**src/rtl/fetch_unit.sv**
```systemverilog
// Fetch stage: owns the fetch PC, issues credit-limited reads to a 1-cycle imem,
// buffers {instr, pc} in a small FIFO for decode. Optional counters under FETCH_STATS_EN.
module fetch_unit #(
  parameter int                    DATA_WIDTH = 32,
  parameter logic [DATA_WIDTH-1:0] RESET_PC   = '0,
  parameter int                    FIFO_DEPTH = 2
) (
  input  logic                  clk,
  input  logic                  rst,
  output logic                  imem_req,
  output logic [DATA_WIDTH-1:0] imem_addr,
  input  logic [DATA_WIDTH-1:0] imem_rdata,
  input  logic                  redirect,
  input  logic [DATA_WIDTH-1:0] redirect_target,
  output logic [DATA_WIDTH-1:0] instr,
  output logic [DATA_WIDTH-1:0] pc,
  output logic                  instr_valid,
  input  logic                  instr_ready
`ifdef FETCH_STATS_EN
  ,
  output logic [31:0]           fetch_count,
  output logic [31:0]           stall_count
`endif
);
  localparam int PTR_W = $clog2(FIFO_DEPTH);
  localparam int CNT_W = PTR_W + 1;
  localparam int OCC_W = CNT_W + 1;

  typedef struct packed {
    logic [DATA_WIDTH-1:0] word;
    logic [DATA_WIDTH-1:0] addr;
  } entry_t;

  logic [DATA_WIDTH-1:0] fpc_q, fpc_d;
  logic                  inflight_q, inflight_d;
  logic [DATA_WIDTH-1:0] inflight_pc_q, inflight_pc_d;
  logic [CNT_W-1:0]      count_q, count_d;
  logic [PTR_W-1:0]      rd_ptr_q, rd_ptr_d, wr_ptr_q, wr_ptr_d;
  entry_t                mem_q [FIFO_DEPTH];
  entry_t                mem_d [FIFO_DEPTH];
  logic                  pop, push;
  logic [OCC_W-1:0]      occ;
  logic                  unused_tgt_lsb;

  assign unused_tgt_lsb = ^redirect_target[1:0];
  assign instr_valid    = (count_q != '0);
  assign pop            = instr_valid & instr_ready;
  assign imem_addr      = fpc_q;
  assign instr          = instr_valid ? mem_q[rd_ptr_q].word : DATA_WIDTH'(32'h13);
  assign pc             = instr_valid ? mem_q[rd_ptr_q].addr : '0;

  // Credit: buffered + in flight, net of this cycle's pop, must leave room for one more.
  assign occ      = OCC_W'(count_q) + OCC_W'(inflight_q);
  assign imem_req = !rst && !redirect && (occ < OCC_W'(FIFO_DEPTH) + OCC_W'(pop));

  always_comb begin
    fpc_d         = fpc_q;
    inflight_d    = 1'b0;
    inflight_pc_d = inflight_pc_q;
    count_d       = count_q;
    rd_ptr_d      = rd_ptr_q;
    wr_ptr_d      = wr_ptr_q;
    mem_d         = mem_q;
    push          = inflight_q & !redirect;
    if (redirect) begin
      // Flush wins over the pop and any response landing this cycle.
      fpc_d    = {redirect_target[DATA_WIDTH-1:2], 2'b00};
      count_d  = '0;
      rd_ptr_d = '0;
      wr_ptr_d = '0;
    end else begin
      if (imem_req) begin
        fpc_d         = fpc_q + DATA_WIDTH'(4);
        inflight_d    = 1'b1;
        inflight_pc_d = fpc_q;
      end
      if (push) begin
        mem_d[wr_ptr_q] = '{word: imem_rdata, addr: inflight_pc_q};
        wr_ptr_d        = wr_ptr_q + 1'b1;
      end
      if (pop) rd_ptr_d = rd_ptr_q + 1'b1;
      count_d = count_q + CNT_W'(push) - CNT_W'(pop);
    end
  end

  always_ff @(posedge clk or posedge rst) begin
    if (rst) begin
      fpc_q         <= RESET_PC;
      inflight_q    <= 1'b0;
      inflight_pc_q <= '0;
      count_q       <= '0;
      rd_ptr_q      <= '0;
      wr_ptr_q      <= '0;
      for (int i = 0; i < FIFO_DEPTH; i++) mem_q[i] <= '0;
    end else begin
      fpc_q         <= fpc_d;
      inflight_q    <= inflight_d;
      inflight_pc_q <= inflight_pc_d;
      count_q       <= count_d;
      rd_ptr_q      <= rd_ptr_d;
      wr_ptr_q      <= wr_ptr_d;
      mem_q         <= mem_d;
    end
  end

`ifdef FETCH_STATS_EN
  logic [31:0] fetch_count_q, fetch_count_d, stall_count_q, stall_count_d;

  always_comb begin
    fetch_count_d = fetch_count_q + 32'(pop);
    stall_count_d = stall_count_q + 32'(instr_valid & !instr_ready);
  end

  always_ff @(posedge clk or posedge rst) begin
    if (rst) begin
      fetch_count_q <= '0;
      stall_count_q <= '0;
    end else begin
      fetch_count_q <= fetch_count_d;
      stall_count_q <= stall_count_d;
    end
  end

  assign fetch_count = fetch_count_q;
  assign stall_count = stall_count_q;
`endif
endmodule

```
**config.mk**
```make
export PLATFORM = sky130hd
export DESIGN_NAME = fetch_unit
export DESIGN_NICKNAME = d
export VERILOG_FILES = /design/src/rtl/fetch_unit.sv
export SDC_FILE = /design/constraint.sdc
export NUM_CORES = 1
export LEC_CHECK = 0
export CORE_MARGIN = 2
export CORE_UTILIZATION = 25
export DETAILED_ROUTE_END_ITERATION = 10
export SYNTH_ARGS = -nofsm -noshare
export SYNTH_HDL_FRONTEND = slang
export SYNTH_SLANG_ARGS = --single-unit
```
**constraint.sdc**
```tcl
create_clock -name clk -period 16.5 [get_ports clk]
set_clock_uncertainty 0.15 [all_clocks]
set_input_delay 3.3 -clock clk [delete_from_list [all_inputs] [get_ports clk]]
set_output_delay 3.3 -clock clk [all_outputs]
set_load 0.02 [all_outputs]
```
==> impl_metrics.yaml <==
run_status:
  status: "complete, no violations"
detailed_routing:
  drcViolationCount: 0
  routedWlPerCell_um: 17.0
  wl_um: 22300
  ant_nets: 0
  drt-pass1-iter-count: 6
  routed_via_density: 4.49
  num_vias: 5885
  dr.first_iter.drc_count: 204
setup_path:
  startpoint_type: "input port"
  reg2reg_slack_ns: 13.34
  reg2reg_to: "inflight_pc_q[30]"
  worstSetupPathType: "input port to output pin"
  cp_data_required_time_ns: 13.05
  rr_worst_depth: 7
  end_kind: "output pin"
  crit_arrival_ns: 5.32
  worstPathMaxFanout: 23
  worst_r2r_startpoint: "inflight_q"
min_path:
  hold_path_end: "mem_q[35]"
  min-delay-start: "mem_q[35]"
  worstHoldPathCells: 1
  hold_path.class: "register to register"
sta:
  setup_tns_ns: 0
  worst_pin_slew_ns: 1.15
  fin_crit_ns: 8.77
  slew_headroom: 0.232
  finalHoldViolCount: 0
  fin_ws_ns: 7.73
  setup_viol: 0
  fmax_mhz: 114
  drv_slew: 0
  fin_crit_sh: 0.531
  rsz0062_at_grt: "no"
yosys:
  syn_avg_cell_area_sq_um: 12.4
  synth-seq-cells: 189
  synth-edff-count: 0
  synthFlopType: "dfrtp_1"
  yosysTopAreaCellShare: 0.545
  syn_area_sq_mm: 0.00867
  yosys.cell_count.top_type: "dfrtp_1"
  yosysWarnings: 0
  synth_top_area_cell: "dfrtp_1"
  yosysUniqueCellTypes: 40
  synth_seq_area_share: 0.545
  synthArstFlopShare: 1.00
  syn-instance-count: 698
  ys_top_cells_by_count: "dfrtp_1, mux2_2, nor2_1, mux2i_1, nand2_1"
  synth.area.top_cells: "dfrtp_1, mux2_2, mux2i_1, nor2_1, xor2_1"
pwr:
  power.internal_mw: 1.24
  peakVddDrop_uv: 83.4
  combPwrFrac: 0.356
  fin_total_pwr_mw: 1.86
  seq_power_share: 0.416
  p_leak_nw: 4.57
  p_sw_frac: 0.330
  p_switching_uw: 613
  p_clk_frac: 0.228
  cellPowerDensity_mw_per_mm2: 164
finish:
  nets: 918
  final_area_sq_mm: 0.0114
  num_antenna_cells: 0
  layout-drive-gt1-share: 0.243
  instances_no_fill: 1312
  area_growth_pct: 30.9
clock_tree:
  cts_buffers: 17
  post_cts_buffers: 0
  clk_path_buf_depth: 2
  post_cts_resized: 0
  clkTransAtPathRegs_ns: 0.06
  cts_tree: "done"
  clkSinkCount: 189
  worstSkewPairLatency_ns: 0.44
  cts_hold_buf: 0
  cts_root_buffer: "clkbuf_16"
  htreeDepth: 4
floorplanning:
  core_area_sq_mm: 0.0344
  dieArea_sq_mm: 0.0362
  floorplan.initialDensity: 0.252
  rows: 68
  io_pins: 166
  die_width_um: 190
  dieHeight_um: 190
global_routing:
  grt_pass1_wl_um: 34800
  antenna_found_initial: 2
  grt_use_total: 0.126
  grtUsageMet1: 0.167
  grt_max_degree: 122
  top_usage_layer: "met2"
  met2_usage: 0.201
  grt-ovfl-total: 0
  grt_use_met3: 0.0337
  first_global_vias: 6021
placement:
  dp.final_hpwl_um: 14800
  place_ws_ns: 7.76
  gp_congestion: 0.713
  port_buffers: 159
  place_area_sq_mm: 0.0108
  placedCellCount: 1281
flow_run:
  maxCapViolations: 0
## layout by cell type, fill, tap and decap left out, drive strengths merged, types with 2 or more instances in the layout
cell type      synthesis  routed
o21a                   2       2
and2                   3       3
dfrtp                189     189
nand2                 35      35
nor3                   4       4
clkbuf                20      18
and3                   4       4
nor2                  75      75
nand4b                 2       2
or4                    2       2
o31a                   2       2
a31oi                  5       5
or3                    5       5
inv                    7       9
xor2                  20      20
nor4                   5       5
o21ai                 27      27
ha                     5       5
nand3                 16      16
nand2b                 2       2
bufinv                 0       3
mux2                 155     155
xnor2                  4       4
mux2i                 63      63
clkdlybuf4s50          0     158
clkinv                 0       4
clkinvlp               0       4
conb                   1       4
nor2b                  2       2
nand4                 18      18
buf                   22       9
## cells by family (layout without fill, tap and decap cells)
group	Yosys count	in the layout	synth area share
muxes	218	218	0.274
DFF	189	189	0.545
buffers and inverters	49	205	0.0250
xor gates and xnor gates	24	24	0.0242
adders and majority gates	5	5	0.00721
and+or+nand+nor	174	174	0.0989
other	1	4	0.000432
AOI/OAI and AO/OA	38	38	0.0251
## worst max-delay path by stage
stage	startpoint	to	slack [ns]	cells past startpoint
global placement	instr_ready	imem_req	7.74	7
global route	instr_ready	imem_req	7.63	7
finish	instr_ready	imem_req	7.73	7
detailed placement	instr_ready	imem_req	7.76	7
floorplan	rst	count_q[0]	7.91	1
CTS	instr_ready	imem_req	7.73	7
## registers in the layout, summed over array words and instances, names as in the netlist
register,count
mem_q,124
wr_ptr_q,1
inflight_q,1
inflight_pc_q,30
rd_ptr_q,1
count_q,2
imem_addr,30
## critical path: stages
cell	delay, ns
clkdlybuf4s50_1	0.47
o21ai_1	0.12
o21ai_2	0.13
buf_4	0.27
nand2_1	0.25
nor2_1	0.15
clkdlybuf4s50_1	0.61
## layer usage
metal  vias up  share of wire  wire length (um)
li1       2747              -                 -
met1      2969           0.47             10400
met2       149           0.46             10300
met3        18          0.053              1170
met4         2          0.013               299
met5         -        0.00058                13
## power groups by stage
stage	Combinational, mW	Sequential (mW)	Clock [mW]
global placement	0.665	0.773	0
floorplan	0.438	0.750	0
detailed placement	0.673	0.783	0
finish	0.661	0.772	0.424
global route	0.718	0.800	0.458
CTS	0.676	0.774	0.440
## area by class of cell
class                   instances  area [sq um]
inverters                       7          33.8
fillers                      3462         23000
multi-input cells             463          3770
clock inverters                13           168
flip-flops and latches        189          4730
repair buffers                167          1650
well taps                     455           569
clock buffers                  18           429
## through the flow
step | hold WS, ns | util
global placement | 0.337 | 0.313
CTS | 0.360 | 0.330
finish | 0.355 | 0.330
global route | 0.369 | 0.330
floorplan | 0.321 | -
detailed placement | 0.344 | 0.313
Note: power is estimated with default switching activity, not from simulation.
